==> config.mk <==
export PLATFORM = sky130hd
export DESIGN_NAME = shift_stage_16bit
export DESIGN_NICKNAME = d
export VERILOG_FILES = /design/src/rtl/shift_stage_16bit.sv
export SDC_FILE = /design/constraint.sdc
export NUM_CORES = 1
export LEC_CHECK = 0
export CORE_MARGIN = 2
export CORE_UTILIZATION = 44
export DETAILED_ROUTE_END_ITERATION = 10
export PLACE_DENSITY_LB_ADDON = 0.2
export SLEW_MARGIN = 25
export SYNTH_ARGS = -nofsm -noshare
export SYNTH_HDL_FRONTEND = slang
export SYNTH_SLANG_ARGS = --single-unit
==> constraint.sdc <==
create_clock -name clk -period 3.1 [get_ports clk]
set_input_delay 0.465 -clock clk [delete_from_list [all_inputs] [get_ports clk]]
set_output_delay 0.465 -clock clk [all_outputs]
set_load 0.01 [all_outputs]
==> src/rtl/shift_stage_16bit.sv <==
// -----------------------------------------------------------------------------
// shift_stage_16bit
//
// Registered shift/rotate stage for the ALU datapath. Each accepted request
// carries a 16-bit operand, a 4-bit amount and a 3-bit opcode. The shifted or
// rotated result is computed combinationally from the request and written,
// together with carry/zero/negative flags, into a 2-entry output FIFO. The
// FIFO head drives the result bus.
//
// Ports
//   clk        in   1   rising-edge clock
//   rst_n      in   1   asynchronous active-low reset
//   in_valid   in   1   request present
//   in_ready   out  1   stage can accept a request this cycle
//   in_data    in  16   operand
//   in_shift   in   4   shift/rotate amount 0..15
//   in_op      in   3   000 ROR, 001 ROL, 010 SRL, 011 SRA, 100 SLL, else PASS
//   out_valid  out  1   result present at buffer head
//   out_ready  in   1   consumer takes the head this cycle
//   out_data   out 16   head result value
//   out_carry  out  1   last bit shifted/rotated out
//   out_zero   out  1   head result == 0
//   out_neg    out  1   head result bit 15
//
// Handshake: a transfer happens on a rising edge where valid && ready are both
// high. in_ready depends only on the buffer fill level (never on out_ready),
// and out_valid only on the fill level, so there is no combinational path
// between the two sides. A producer may not withdraw or change a request while
// valid is high and ready is low.
// -----------------------------------------------------------------------------
module shift_stage_16bit (
  input  logic        clk,
  input  logic        rst_n,
  input  logic        in_valid,
  output logic        in_ready,
  input  logic [15:0] in_data,
  input  logic [3:0]  in_shift,
  input  logic [2:0]  in_op,
  output logic        out_valid,
  input  logic        out_ready,
  output logic [15:0] out_data,
  output logic        out_carry,
  output logic        out_zero,
  output logic        out_neg
);

  // ---------------------------------------------------------------------------
  // Opcodes
  // ---------------------------------------------------------------------------
  localparam logic [2:0] OP_ROR = 3'b000;
  localparam logic [2:0] OP_ROL = 3'b001;
  localparam logic [2:0] OP_SRL = 3'b010;
  localparam logic [2:0] OP_SRA = 3'b011;
  localparam logic [2:0] OP_SLL = 3'b100;

  // Buffer fill levels
  localparam logic [1:0] CNT_EMPTY = 2'd0;
  localparam logic [1:0] CNT_ONE   = 2'd1;
  localparam logic [1:0] CNT_FULL  = 2'd2;

  // One buffered result: value plus the flags captured with it.
  typedef struct packed {
    logic [15:0] data;
    logic        carry;
    logic        zero;
    logic        neg;
  } entry_t;

  // ---------------------------------------------------------------------------
  // Result function
  // ---------------------------------------------------------------------------
  logic [31:0] w_dbl;        // operand concatenated with itself for rotates
  logic [31:0] w_ror_full;
  logic [31:0] w_rol_full;
  logic [15:0] w_ror;
  logic [15:0] w_rol;
  logic [15:0] w_srl;
  logic [15:0] w_sra;
  logic [15:0] w_sll;
  logic [3:0]  w_idx_right;  // n-1: last bit leaving through the LSB end
  logic [3:0]  w_idx_left;   // 16-n: last bit leaving through the MSB end
  logic        w_carry_right;
  logic        w_carry_left;
  logic        w_shift_nz;
  logic [15:0] w_res_data;
  logic        w_res_carry;
  entry_t      w_new;

  assign w_dbl      = {in_data, in_data};
  assign w_ror_full = w_dbl >> in_shift;
  assign w_rol_full = w_dbl << in_shift;
  assign w_ror      = w_ror_full[15:0];
  assign w_rol      = w_rol_full[31:16];
  assign w_srl      = in_data >> in_shift;
  assign w_sra      = $signed(in_data) >>> in_shift;
  assign w_sll      = in_data << in_shift;

  // For n = 0 these indices wrap to 15 and 0; the carry is forced to zero in
  // that case below, so the wrapped value is never used.
  assign w_idx_right   = in_shift - 4'd1;
  assign w_idx_left    = 4'd0 - in_shift;
  assign w_carry_right = in_data[w_idx_right];
  assign w_carry_left  = in_data[w_idx_left];
  assign w_shift_nz    = (in_shift != 4'd0);

  always_comb begin
    w_res_data  = in_data;
    w_res_carry = 1'b0;
    case (in_op)
      OP_ROR: begin
        w_res_data  = w_ror;
        w_res_carry = w_carry_right;
      end
      OP_ROL: begin
        w_res_data  = w_rol;
        w_res_carry = w_carry_left;
      end
      OP_SRL: begin
        w_res_data  = w_srl;
        w_res_carry = w_carry_right;
      end
      OP_SRA: begin
        w_res_data  = w_sra;
        w_res_carry = w_carry_right;
      end
      OP_SLL: begin
        w_res_data  = w_sll;
        w_res_carry = w_carry_left;
      end
      default: begin
        // Unused opcodes pass the operand through with no carry.
        w_res_data  = in_data;
        w_res_carry = 1'b0;
      end
    endcase
    // A zero amount shifts nothing out: value is the operand, carry clear.
    if (!w_shift_nz) begin
      w_res_data  = in_data;
      w_res_carry = 1'b0;
    end
  end

  always_comb begin
    w_new.data  = w_res_data;
    w_new.carry = w_res_carry;
    w_new.zero  = (w_res_data == 16'h0000);
    w_new.neg   = w_res_data[15];
  end

  // ---------------------------------------------------------------------------
  // 2-entry output buffer
  //
  // Organised as a head register (drives out_*) and a tail register behind
  // it rather than a pointer-based RAM. This keeps out_* a direct register
  // output, which makes "head stable while stalled" automatic: the head
  // register only changes on a pop, or on a push into an empty buffer.
  // ---------------------------------------------------------------------------
  logic [1:0] r_count;
  entry_t     r_head;
  entry_t     r_tail;

  logic       w_push;
  logic       w_pop;
  logic [1:0] w_count_nxt;
  entry_t     w_head_nxt;
  entry_t     w_tail_nxt;

  assign in_ready  = (r_count != CNT_FULL);
  assign out_valid = (r_count != CNT_EMPTY);
  assign w_push    = in_valid && in_ready;
  assign w_pop     = out_valid && out_ready;

  always_comb begin
    w_count_nxt = r_count;
    w_head_nxt  = r_head;
    w_tail_nxt  = r_tail;
    case ({w_push, w_pop})
      2'b10: begin
        // Push only: fills the head if empty, otherwise queues behind it.
        if (r_count == CNT_EMPTY) begin
          w_head_nxt = w_new;
        end else begin
          w_tail_nxt = w_new;
        end
        w_count_nxt = r_count + 2'd1;
      end
      2'b01: begin
        // Pop only: the tail advances when there is one. With a single entry
        // the head keeps its old contents (shown while out_valid is low).
        if (r_count == CNT_FULL) begin
          w_head_nxt = r_tail;
        end
        w_count_nxt = r_count - 2'd1;
      end
      2'b11: begin
        // Push and pop together can only happen with exactly one entry
        // (push needs count != 2, pop needs count != 0): the new result
        // replaces the departing head and the fill level is unchanged.
        w_head_nxt = w_new;
      end
      default: begin
        w_count_nxt = r_count;
      end
    endcase
  end

  always_ff @(posedge clk or negedge rst_n) begin
    if (!rst_n) begin
      r_count <= CNT_EMPTY;
      r_head  <= '0;
      r_tail  <= '0;
    end else begin
      r_count <= w_count_nxt;
      r_head  <= w_head_nxt;
      r_tail  <= w_tail_nxt;
    end
  end

  assign out_data  = r_head.data;
  assign out_carry = r_head.carry;
  assign out_zero  = r_head.zero;
  assign out_neg   = r_head.neg;

  // CNT_ONE is named for readability of the fill-level encoding; reference it
  // so the encoding stays documented in one place.
  logic w_unused_one;
  assign w_unused_one = (r_count == CNT_ONE);

endmodule
==> results.sh <==
export IMPL_cts_htree_levels=2
export IMPL_hpwl_um=13500
export IMPL_synth_top_area_share_pct=21.4
export IMPL_grt_max_degree=39
export IMPL_grtUsageTotal_pct=31.8
export IMPL_place_area_sq_um=5750
export IMPL_synthAdderAreaFrac_pct=1.12
export IMPL_placedCellCount=754
export IMPL_ys_types=70
export IMPL_antenna_found_initial=0
export IMPL_critPathKind="in -> reg"
export IMPL_p_leak_nw=2.40
export IMPL_num_rows=36
export IMPL_tns_ns=0
export IMPL_slew_headroom_pct=42.9
export IMPL_skew_ns=0.00343
export IMPL_synth_top_cell_by_area="dfrtp_1"
export IMPL_synth_edf_count=0
export IMPL_end_kind="register"
export IMPL_dieArea_sq_um=10900
export IMPL_die_w_um=105
export IMPL_crit_path_top_delay_cell="clkdlybuf4s50_1"
export IMPL_r2r_cells=8
export IMPL_syn_cell_area_sq_um=4450
export IMPL_r2r_start="r_count[0]$_DFFE_PN0P_"
export IMPL_final_antenna_net_count=0
export IMPL_gr_total_overflow=0
export IMPL_synth_main_ff_cell="dfrtp_1"
export IMPL_max_stage_delay_ns=0.65
export IMPL_synthesis_nets=548
export IMPL_cts_inserted_buffers=5
export IMPL_nets=659
export IMPL_ys_seq_area_share_pct=21.4
export IMPL_hold_viol_final=0
export IMPL_cp_num_cells=10
export IMPL_synth_top_family_by_area="multiplexers"
export IMPL_r2r_slack_ns=0.83
export IMPL_initial_core_util_pct=45.3
export IMPL_viasPerCell=6.42
export IMPL_worst_slack_ns=0.0629
export IMPL_antenna_cells=0
export IMPL_worst_r2r_endpoint="out_zero$_DFFE_PN0P_"
export IMPL_postLayoutCoreUtil_pct=59.7
export IMPL_synth_mux_area_share_pct=27.2
export IMPL_cts_max_path_buffers=2
export IMPL_fmax_ghz=0.329
export IMPL_cts_root_buf="clkbuf_8"
export IMPL_fp_dieH_um=105
export IMPL_critPathLaunchType="primary input"
export IMPL_drtIter0Drc=532
export IMPL_syn_avg_cell_area_sq_um=8.61
export IMPL_layout_drive_gt1_share_pct=31.3
export IMPL_finalInstanceArea_sq_um=5860
export IMPL_yosys_area_share_simple_pct=19.2
export IMPL_dp_slack_ns=-0.279
export IMPL_gp_congestion=1.01
export IMPL_crit_required_ns=3.31
export IMPL_ys_warn_count=0
export IMPL_status="finished, final reports clean"
export IMPL_wire_per_inst_um=22.6
export IMPL_final_setup_viol_count=0
export IMPL_post_route_min_period_ns=3.04
export IMPL_slew_violations=0
export IMPL_num_vias=4890
export IMPL_path_delay_family="buffers and inverters"
export IMPL_period_share_pct=98.0
export IMPL_max_vdd_ir_drop_mv=0.511
export IMPL_min_path_type="in -> async"
export IMPL_drt_pass1_iter_count=5
export IMPL_core_area_sq_um=9820
export IMPL_crit_top_cell="o21ai_1"
export IMPL_postCtsSetupBuffers=0
export IMPL_p_per_area_nw_per_um2=483
export IMPL_max_cap_violations=0
export IMPL_syn_to_final_growth_pct=31.6
export IMPL_critPathArrivalTime_ns=3.25
export IMPL_cts_clk_slew_worst_paths_ns=0.07
export IMPL_rsz0062_at_grt="false"
export IMPL_final_cells=762
export IMPL_async_reset_ff_share_pct=100
export IMPL_io_pins=48
export IMPL_cp_num_buf_inv=2
export IMPL_cts_sinks=38
export IMPL_worstMarginPinSlew_ns=0.850
export IMPL_grt_pass1_vias=4652
export IMPL_wl_um=17200
export IMPL_critPathMaxFanout=11
export IMPL_port_buffers=47
export IMPL_ys_top_cells_by_area="dfrtp_1 21%, mux4_2 18%, nand2_1 5.2%"
export IMPL_insertion_delay_ns=0.29
export IMPL_synth_seq_cells=38
export IMPL_synth_compound_area_share_pct=23.3
export IMPL_syn_instance_count=517
export IMPL_drc_errors=0
export IMPL_grt_first_pass_wirelength_um=27000
export IMPL_cts_tree="done"
export IMPL_crit_chain="clkdlybuf4s50_1 -> mux4_2 -> mux2i_1 -> o21ai_1 -> and2_1 -> o32ai_1 -> buf_4 -> and4_1 -> nand4_1 -> o21ai_1"
export IMPL_synth_xor_area_share_pct=0.983
## state kept, by name, summed over array words and instances, names as in the netlist
signal     count
r_count        2
out_zero       1
out_data      16
r_tail        18
out_carry      1
## where the power goes
group	internal, mW	switching, mW
registers	0.729	0.128
clock network	0.179	0.169
logic	0.790	0.836
total	1.70	1.13
## synth_stat cells (11+ instances only)
cell type / instances
nor2_1: 38
mux2_2: 16
o21ai_0: 40
a21oi_1: 32
a211oi_1: 11
nand2_1: 62
nor2b_1: 12
mux4_2: 36
clkbuf_1: 38
dfrtp_1: 38
mux2i_1: 22
o211ai_1: 11
## worst max path at each step
stage / slack, ns / from / end
after floorplan: 0.05 / in_shift[0] / out_carry$_DFFE_PN0P_
after detailed placement: -0.28 / in_data[12] / r_tail[1]$_DFFE_PN0P_
after global placement: -0.26 / in_data[1] / out_zero$_DFFE_PN0P_
after CTS: 0.02 / in_data[12] / r_tail[1]$_DFFE_PN0P_
after global routing: 0.001 / in_data[11] / out_data[0]$_DFFE_PN0P_
final: 0.06 / in_data[11] / r_tail[1]$_DFFE_PN0P_
## per-layer routing
layer  vias to the layer above  GRT usage (%)  share of wire (%)
met1                      2369           46.1                 42
met4                         0           7.81                2.7
met3                        41           7.74                 11
met5                         -              0                  0
met2                       301           47.8                 44
li1                       2179              -                  -
## per-stage QoR
step           power (mW)  hold WS, ns
2_1_floorplan        1.78        0.169
3_3_place_gp         2.43        0.462
3_5_place_dp         2.48        0.469
4_1_cts              2.84        0.299
5_1_grt              3.04        0.332
6_report             2.83        0.278
## kinds of logic (layout without fill, tap and decap cells)
family,count (synthesis),in the layout
compound gates,158,158
xor+xnor,5,5
fa+ha+maj,4,4
buf+inv,66,178
flops,38,38
mux,74,74
simple gates,172,172
## what timing repair did
action,4_1_cts,5_1_grt
endpoints found under the setup margin,0,3
resized for setup,0,5
hold buffers,0,0
## area by class of cell
cell class,instances,area (sq um)
Clock buffer,7,86.3
Timing Repair Buffer,162,1410
Inverter,8,30.0
Sequential cell,38,951
Tap cell,133,166
Fill cell,898,3960
Clock inverter,1,5.00
Multi-Input combinational cell,413,3210
## cells in the final DEF, fill, tap and decap left out, drive strengths merged, types with 3 or more instances in the layout
master,count
mux2i,22
nand3b,4
clkbuf,7
o311ai,5
inv,8
and2,3
nor2,38
nor3b,3
o32ai,4
o22ai,5
ha,4
xor2,3
a21oi,33
mux2,16
a31oi,10
nor3,10
buf,118
or2,9
a211oi,11
nor4,3
nand2,62
clkdlybuf4s50,42
nand3,7
nor2b,12
o31ai,5
o211ai,11
nand4,4
or3b,4
dfrtp,38
nand2b,6
o21ai,44
mux4,36
o21a,5
Power figures use the tool's default switching activity.
